===== config.mk =====
export PLATFORM = sky130hd
export DESIGN_NAME = decryption_packer_flat
export DESIGN_NICKNAME = d
export VERILOG_FILES = /design/src/rtl/decryption_pkg.sv /design/src/rtl/decryption_packer_if.sv /design/src/rtl/sync_fifo.sv /design/src/rtl/decryption_packer.sv /design/src/flat_wrapper.sv
export SDC_FILE = /design/constraint.sdc
export NUM_CORES = 1
export LEC_CHECK = 0
export CAP_MARGIN = 20
export CORE_AREA = 10 10 139 141
export DETAILED_ROUTE_END_ITERATION = 10
export DIE_AREA = 0 0 149 151
export SETUP_SLACK_MARGIN = 0.3
export SLEW_MARGIN = 20
export SYNTH_ARGS = -nofsm -noshare
export SYNTH_HDL_FRONTEND = slang
export SYNTH_HIERARCHICAL = 1
export SYNTH_SLANG_ARGS = --single-unit

===== constraint.sdc =====
create_clock -name clk -period 5.01 [get_ports clk]
set_clock_uncertainty 0.1 [all_clocks]
set_input_delay 1.503 -clock clk [delete_from_list [all_inputs] [get_ports clk]]
set_output_delay 1.503 -clock clk [all_outputs]
set_load 0.005 [all_outputs]

===== src/rtl/decryption_pkg.sv =====
// Shared types for the decryption datapath.
// Used by the cipher stages, the packer and its FIFO.
package decryption_pkg;

  localparam int BYTE_W = 8;
  localparam int WORD_W = 32;

  typedef enum logic [1:0] {
    ACC0,
    ACC1,
    ACC2,
    ACC3
  } acc_state_t;

  typedef struct packed {
    logic [WORD_W-1:0] data;
    logic [2:0]        bytes;
    logic              last;
  } fifo_entry_t;

endpackage


===== src/rtl/decryption_packer_if.sv =====
// Byte-in / word-out bundle of the packer.
// master drives bytes and ready, slave is the packer.
interface decryption_packer_if;
  import decryption_pkg::*;

  logic [BYTE_W-1:0] data_i;
  logic              valid_i;
  logic              flush_i;
  logic              ready_i;
  logic [WORD_W-1:0] data_o;
  logic [2:0]        bytes_o;
  logic              last_o;
  logic              valid_o;
  logic              overflow_o;

  modport master (
    output data_i, valid_i, flush_i, ready_i,
    input  data_o, bytes_o, last_o,
    input  valid_o, overflow_o
  );

  modport slave (
    input  data_i, valid_i, flush_i, ready_i,
    output data_o, bytes_o, last_o,
    output valid_o, overflow_o
  );

endinterface


===== src/rtl/sync_fifo.sv =====
// Show-ahead synchronous FIFO, power-of-two depth.
// Head reads as zero while empty; drops pushes when full.
module sync_fifo #(
  parameter int DEPTH = 4,
  parameter int WIDTH = 36
) (
  input  logic             clk,
  input  logic             rst,
  input  logic             i_push,
  input  logic [WIDTH-1:0] i_data,
  input  logic             i_ready,
  output logic [WIDTH-1:0] o_data,
  output logic             o_valid,
  output logic             o_drop
);

  localparam int AW = $clog2(DEPTH);

  logic [AW:0]      r_wr;
  logic [AW:0]      r_rd;
  logic [WIDTH-1:0] r_mem [DEPTH];

  logic w_empty;
  logic w_full;
  logic w_pop;
  logic w_wen;

  assign w_empty = (r_wr == r_rd);
  assign w_full  = (r_wr[AW] != r_rd[AW]) &&
                   (r_wr[AW-1:0] == r_rd[AW-1:0]);
  assign w_pop   = !w_empty && i_ready;
  // A pop frees the slot the push lands in.
  assign w_wen   = i_push && (!w_full || w_pop);
  assign o_drop  = i_push && w_full && !w_pop;

  assign o_valid = !w_empty;
  assign o_data  = w_empty ? '0 : r_mem[r_rd[AW-1:0]];

  // Pointer update; pointers carry a wrap bit.
  always_ff @(posedge clk) begin
    if (rst) begin
      r_wr <= '0;
      r_rd <= '0;
    end else begin
      if (w_wen) r_wr <= r_wr + (AW+1)'(1);
      if (w_pop) r_rd <= r_rd + (AW+1)'(1);
    end
  end

  // Storage write; contents are don't-care while empty.
  always_ff @(posedge clk) begin
    if (w_wen) r_mem[r_wr[AW-1:0]] <= i_data;
  end

endmodule


===== src/rtl/decryption_packer.sv =====
// Packs the plaintext byte stream into 32-bit words.
// MSB-first lanes, flush closes a message with a partial word.
module decryption_packer
  import decryption_pkg::*;
#(
  parameter int FIFO_DEPTH = 4
) (
  input logic          clk,
  input logic          rst,
  decryption_packer_if.slave bus
);

  acc_state_t        r_state;
  logic [BYTE_W-1:0] r_lane [3];
  logic              r_overflow;

  logic [WORD_W-1:0] w_word;
  logic [2:0]        w_cnt;
  logic              w_push;
  logic              w_drop;
  fifo_entry_t       w_entry;
  fifo_entry_t       w_head;

  // Merge this cycle's byte, then decide whether a word leaves.
  always_comb begin
    w_cnt  = {1'b0, r_state};
    w_word = {r_lane[0], r_lane[1], r_lane[2],
              {BYTE_W{1'b0}}};
    if (bus.valid_i) begin
      w_cnt = w_cnt + 3'd1;
      unique case (r_state)
        ACC0: w_word[31:24] = bus.data_i;
        ACC1: w_word[23:16] = bus.data_i;
        ACC2: w_word[15:8]  = bus.data_i;
        ACC3: w_word[7:0]   = bus.data_i;
      endcase
    end
    w_push = (w_cnt == 3'd4) ||
             (bus.flush_i && w_cnt != 3'd0);
    w_entry.data  = w_word;
    w_entry.bytes = w_cnt;
    w_entry.last  = bus.flush_i;
  end

  // Accumulator FSM; lanes are cleared on every push
  // so unused low bytes of a partial word read as zero.
  always_ff @(posedge clk) begin
    if (rst) begin
      r_state    <= ACC0;
      r_lane[0]  <= '0;
      r_lane[1]  <= '0;
      r_lane[2]  <= '0;
      r_overflow <= 1'b0;
    end else begin
      if (w_push) begin
        r_state   <= ACC0;
        r_lane[0] <= '0;
        r_lane[1] <= '0;
        r_lane[2] <= '0;
      end else if (bus.valid_i) begin
        r_state <= acc_state_t'(r_state + 2'd1);
        case (r_state)
          ACC0:    r_lane[0] <= bus.data_i;
          ACC1:    r_lane[1] <= bus.data_i;
          ACC2:    r_lane[2] <= bus.data_i;
          default: ;
        endcase
      end
      if (w_drop) r_overflow <= 1'b1;
    end
  end

  sync_fifo #(
    .DEPTH (FIFO_DEPTH),
    .WIDTH ($bits(fifo_entry_t))
  ) u_fifo (
    .clk     (clk),
    .rst     (rst),
    .i_push  (w_push),
    .i_data  (w_entry),
    .i_ready (bus.ready_i),
    .o_data  (w_head),
    .o_valid (bus.valid_o),
    .o_drop  (w_drop)
  );

  assign bus.data_o     = w_head.data;
  assign bus.bytes_o    = w_head.bytes;
  assign bus.last_o     = w_head.last;
  assign bus.overflow_o = r_overflow;

endmodule


===== src/flat_wrapper.sv =====
// flat-port wrapper written by rule: the top's interface ports become plain ports
module decryption_packer_flat import decryption_pkg::*;
#(
  parameter int FIFO_DEPTH = 4
)
  (clk, rst, bus_data_i, bus_valid_i, bus_flush_i, bus_ready_i, bus_data_o, bus_bytes_o, bus_last_o, bus_valid_o, bus_overflow_o);
  decryption_packer_if bus_i ();
  input logic clk;
  input logic rst;
  input wire logic [$bits(bus_i.data_i)-1:0] bus_data_i;
  input wire logic [$bits(bus_i.valid_i)-1:0] bus_valid_i;
  input wire logic [$bits(bus_i.flush_i)-1:0] bus_flush_i;
  input wire logic [$bits(bus_i.ready_i)-1:0] bus_ready_i;
  output wire logic [$bits(bus_i.data_o)-1:0] bus_data_o;
  output wire logic [$bits(bus_i.bytes_o)-1:0] bus_bytes_o;
  output wire logic [$bits(bus_i.last_o)-1:0] bus_last_o;
  output wire logic [$bits(bus_i.valid_o)-1:0] bus_valid_o;
  output wire logic [$bits(bus_i.overflow_o)-1:0] bus_overflow_o;
  assign bus_i.data_i = bus_data_i;
  assign bus_i.valid_i = bus_valid_i;
  assign bus_i.flush_i = bus_flush_i;
  assign bus_i.ready_i = bus_ready_i;
  assign bus_data_o = bus_i.data_o;
  assign bus_bytes_o = bus_i.bytes_o;
  assign bus_last_o = bus_i.last_o;
  assign bus_valid_o = bus_i.valid_o;
  assign bus_overflow_o = bus_i.overflow_o;
  decryption_packer #(.FIFO_DEPTH(FIFO_DEPTH)) u_core (.clk(clk), .rst(rst), .bus(bus_i));
endmodule

# After elaboration in Yosys (flattened, before gate mapping)
# Memories as Yosys holds them, arrays and structs flattened. A register that Yosys moved wholly into a read port is not among the register bits.
# Index checks and enable logic that the tools add are counted.
# word_totals
word_cells	74
latch_bits	0
out_inout_bits	38
register_bits	9
n_memories	2
rom_bits	0
input_bits	13
ram_bits	168
# classes
n_mul	0
magnitude_cmp	0
eq_ne	7
shift	0
div_mod_pow	0
addsub	4
n_bitwise	6
reduce_logical	14
mux	37
# memory_table
memory	depth	width	read_ports	rd_ports_with_merged_regs	wr	line	text
u_core.u_fifo.r_mem	4	36	1	1	1	sync_fifo.sv:21	logic [WIDTH-1:0] r_mem [DEPTH];
u_core.r_lane	3	8	3	0	3	decryption_packer.sv:14	logic [BYTE_W-1:0] r_lane [3];
# ops
operator	n
$mux W8	10
$mux W36	1
$mux W32	1
$mux W1	22
$add A3 B1 Y3 const B	2
$logic_and A1 B1 Y1	6
$or A1 B1 Y1	6
$eq A2 B2 Y1 const B	2
$mux W2	2
$add A2 B1 Y3 const B	1
$eq A3 B3 Y1	1
$eq A3 B3 Y1 const B	1
$logic_not A1 Y1	3
$mux W3	1
$reduce_bool A3 Y1	1
$add A2 B1 Y2 const B	1
$eq A2 B1 Y1 const B	1
$eq A2 B2 Y1	1
$logic_not A2 Y1	1
$logic_or A1 B1 Y1	2
$reduce_or A2 Y1	1
$ne A1 B1 Y1	1

# Depth between registers and ports, before layout
# logic_depth
word_depth	10
mapped_depth	8
depth_no_buf	8

# Hierarchy
# Netlist, hierarchy kept.
# modules_own_cells
module	seq_area_each_um2	cells_each	n_inst	area_per_inst_um2
sync_fifo	4484.3	284	1	5939.4
decryption_packer	780.7	132	1	1430.1

# Worst setup path after synthesis
# No wires, ideal clock.
# synth_timing
path_kind	input-to-reg
from	in bus_valid_i
to	reg u_core.u_fifo.r_wr[2]
n_path_buf	1
t_required_ns	4.783
path_slack_ns	0.403
arrival_time_ns	4.380
setup_ns	0.127
path_stages	7
path_cell_list	buf_6 > nand4bb_4 > o221ai_4 > inv_1 > nand2_1 > a41oi_1 > mux2_2
# synth_between
elab_chain_len	5
elab_cells_between_ends	6
cone_classes	eq/ne: 1; mux: 1; reduce/logical: 4
# synth_lines
element	line	text
start: declaration	flat_wrapper.sv:11	input wire logic [$bits(bus_i.valid_i)-1:0] bus_valid_i;
$mux W3 *	decryption_packer.sv:29	if (bus.valid_i) begin
$reduce_bool A3 Y1	decryption_packer.sv:39	(bus.flush_i && w_cnt != 3'd0);
$logic_and A1 B1 Y1	decryption_packer.sv:39	
$logic_or A1 B1 Y1 *	decryption_packer.sv:38	w_push = (w_cnt == 3'd4) ||
via u_core.w_push	decryption_packer.sv:19	logic w_push;
$logic_and A1 B1 Y1 *	sync_fifo.sv:33	assign w_wen = i_push && (!w_full || w_pop);
end signal: assignment	sync_fifo.sv:45	if (w_wen) r_wr <= r_wr + (AW+1)'(1);
end: declaration	sync_fifo.sv:19	logic [AW:0] r_wr;
# The timed path passes the listed nets; every way through them passes the cells marked *.
# A chain may end at the register's enable or synchronous reset.

==> flow_summary.yaml <==
worst_setup_path:
  cp.required_ns: 3.41
  path_cells: "buf_12, mux4_2, nor2b_1, clkdlybuf4s50_1"
  cp_slowest_cell: "dfxtp_2"
  critPathLaunchType: "flip-flop"
  slowest_delay_ns: 0.70
  end_kind: "output pin"
  critPathMaxFanout: 23
  rr_worst_depth: 8
  ff2ff_setup_slack_ns: 2.10
  reg2reg_from: "u_core/r_state[0]"
  r2r_end: "u_core/u_fifo/r_mem[3][3]"
  cp.arrival_ns: 2.61
  criticalPathCategory: "flip-flop to output pin"
clock_network:
  cts.clk_slew.worst_paths_ns: 0.06
  clk_path_buf_depth: 2
  root_buffer: "clkbuf_16"
  cts_tree: "yes"
  cts_setup_buffers: 0
  hold_buffers: 0
  htree_levels: 4
  cts_sinks: 179
  cts_made_buffers: 17
  insertion_delay_ns: 0.42
  cts_resized: 0
final_layout:
  area_growth_pct: 18.4
  seq_area_um2: 5270
  utilization: 0.530
  diodes: 0
  drive_gt1_frac: 0.191
  nets: 497
  multiInputGateArea_um2: 1960
  n_fill_cell: 1335
synth:
  syn-instance-count: 416
  synth_area_leaders: "edfxtp_1, mux4_2, nor2b_1"
  ys_ff_latch: 179
  synth.avg_cell_area_um2: 17.7
  synth-edff-count: 168
  synth_seq_area_share: 0.714
  yosys-top-cells-count: "edfxtp_1, nor2b_1, mux4_2"
  synth_area_leader_cell: "edfxtp_1"
  ys.flop_type: "edfxtp_1"
  yosys_warnings: 6
  synthArstFlopShare: 0
  yosysMostFrequentCell: "edfxtp_1"
  syn_area_um2: 7370
  yosysUniqueCellTypes: 36
  synth_nets: 438
  synth_top_area_frac: 0.685
die:
  dieWidth_um: 149
  io_pins: 51
  start_util: 0.448
  dieArea_um2: 22500
  rows: 47
  die_h_um: 151
  core-area_um2: 16500
routing:
  drt-initial-drc-count: 211
  antenna_left: 0
  routed_wl_um: 14000
  vias: 3675
  drtPass1Iterations: 4
  drc: 0
  wl_per_cell_um: 19.8
  drt-vias-per-instance: 5.19
placed_design:
  hpwl_um: 8970
  place_congestion: 0.795
  port_buffers: 50
outcome:
  outcome: "completed"
global_routing:
  grt_max_degree: 39
  grt_pass1_vias: 3907
  grt_use_total: 0.130
  overflow: 0
  antenna_found_initial: 0
  use_met3: 0.0394
  grt_util_met1: 0.166
  globalRouteMet2Util: 0.205
  busiest_layer: "met2"
  grt_pass1_wl_um: 21900
sta:
  max_freq_mhz: 237
  finalSetupTns_ns: 0
  drv_slew: 0
  slew_headroom: 0.504
  period_needed_ns: 4.21
  post-route-period-util: 0.841
  hold_viol: 0
  finalSetupViolations: 0
  worst_pin_slew_ns: 0.741
  rsz0062_at_grt: "false"
hold_path:
  hold_start: "u_core/bus.overflow_o"
  hold_end: "u_core/bus.overflow_o"
  min_path_type: "flip-flop to flip-flop"
  min_path_cells: 2
pwr:
  vdd_drop_max_v: 0.000241
  p_leak_uw: 0.00288
  p_per_area_nw_per_um2: 448
run:
  max-cap-violations: 0
## sequential cells by signal, indices dropped and copies added, names as in the netlist, named ones only
register	flops
u_core/bus.overflow_o	1
u_core/r_lane	24
u_core/r_state	2
u_core/u_fifo/r_mem	144
u_core/u_fifo/r_rd	3
u_core/u_fifo/r_wr	3
## metal layers
layer	wire (um)	part of all wire
met1	6040	0.43
met2	6970	0.50
met3	896	0.064
met4	76	0.0054
met5	0	0
## critical path: cells and delay by family (launching register included)
| kind | cells | cell delay (ns) |
|---|---|---|
| DFF | 1 | 0.70 |
| muxes | 1 | 0.55 |
| buffers and inverters | 2 | 0.77 |
| and+or+nand+nor | 1 | 0.15 |
## placed cells by master, fill, tap and decap left out, drive strengths merged
cell type	n
o221ai	1
mux2	4
mux2i	2
xnor2	3
and4	1
clkdlybuf4s50	50
nand4bb	2
clkinv	8
and2b	1
o311ai	1
ha	9
buf	8
inv	20
bufinv	2
clkbuf	18
mux4	36
a31oi	2
o21ai	25
nor2	7
nor3	9
a311o	1
clkinvlp	2
and2	4
o21a	2
nand3	3
a41oi	1
dfxtp	11
and3	10
o41a	1
nand2	33
nor2b	38
a211oi	1
edfxtp	168
xor2	4
## report_power, final
part / switching, uW / leakage [uW] / internal [uW] / total (uW)
combinational: 373 / 0.000946 / 469 / 842
clock: 534 / 0.000275 / 731 / 1260
sequential: 52.3 / 0.00166 / 1750 / 1800
total: 959 / 0.00288 / 2950 / 3910
## through the flow
step	setup slack, ns	power, uW	cells	hold WS [ns]	area, um2
4_1_cts	0.691	3980	708	0.396	8720
2_1_floorplan	0.403	2300	416	0.362	7370
3_3_place_gp	0.950	2690	676	0.359	8160
3_5_place_dp	0.885	2710	676	0.376	8160
5_1_grt	0.606	4110	708	0.436	8720
6_report	0.795	3910	708	0.386	8720
## cell families after synthesis
logic type                 Yosys count  share of synthesized area
adders and majority gates            9                     0.0153
xor gates and xnor gates             7                    0.00832
AOI/OAI and AO/OA                   35                     0.0340
buffers and inverters               36                     0.0227
DFF                                179                      0.714
muxes                               42                      0.119
and+or+nand+nor                    108                     0.0859
## layout make-up
class | instances | share of cell area
Multi-Input combinational cell | 201 | 0.225
Clock inverter | 14 | 0.0158
Inverter | 18 | 0.00775
Timing Repair Buffer | 58 | 0.0671
Clock buffer | 18 | 0.0492
Tap cell | 220 | 0.0316
Sequential cell | 179 | 0.604
## how the worst max path moves through the flow
stage,end,cells past startpoint,start,slack [ns]
finish,bus_data_o[31],4,flip-flop,0.80
global placement,u_core/u_fifo/r_mem[3][11],7,bus_flush_i,0.95
global route,bus_data_o[16],4,flip-flop,0.61
CTS,bus_data_o[31],4,flip-flop,0.69
floorplan,u_core/u_fifo/r_wr[2],7,bus_valid_i,0.40
detailed placement,u_core/u_fifo/r_mem[3][1],7,bus_valid_i,0.88
No activity file was read; power rests on OpenSTA's default activity.
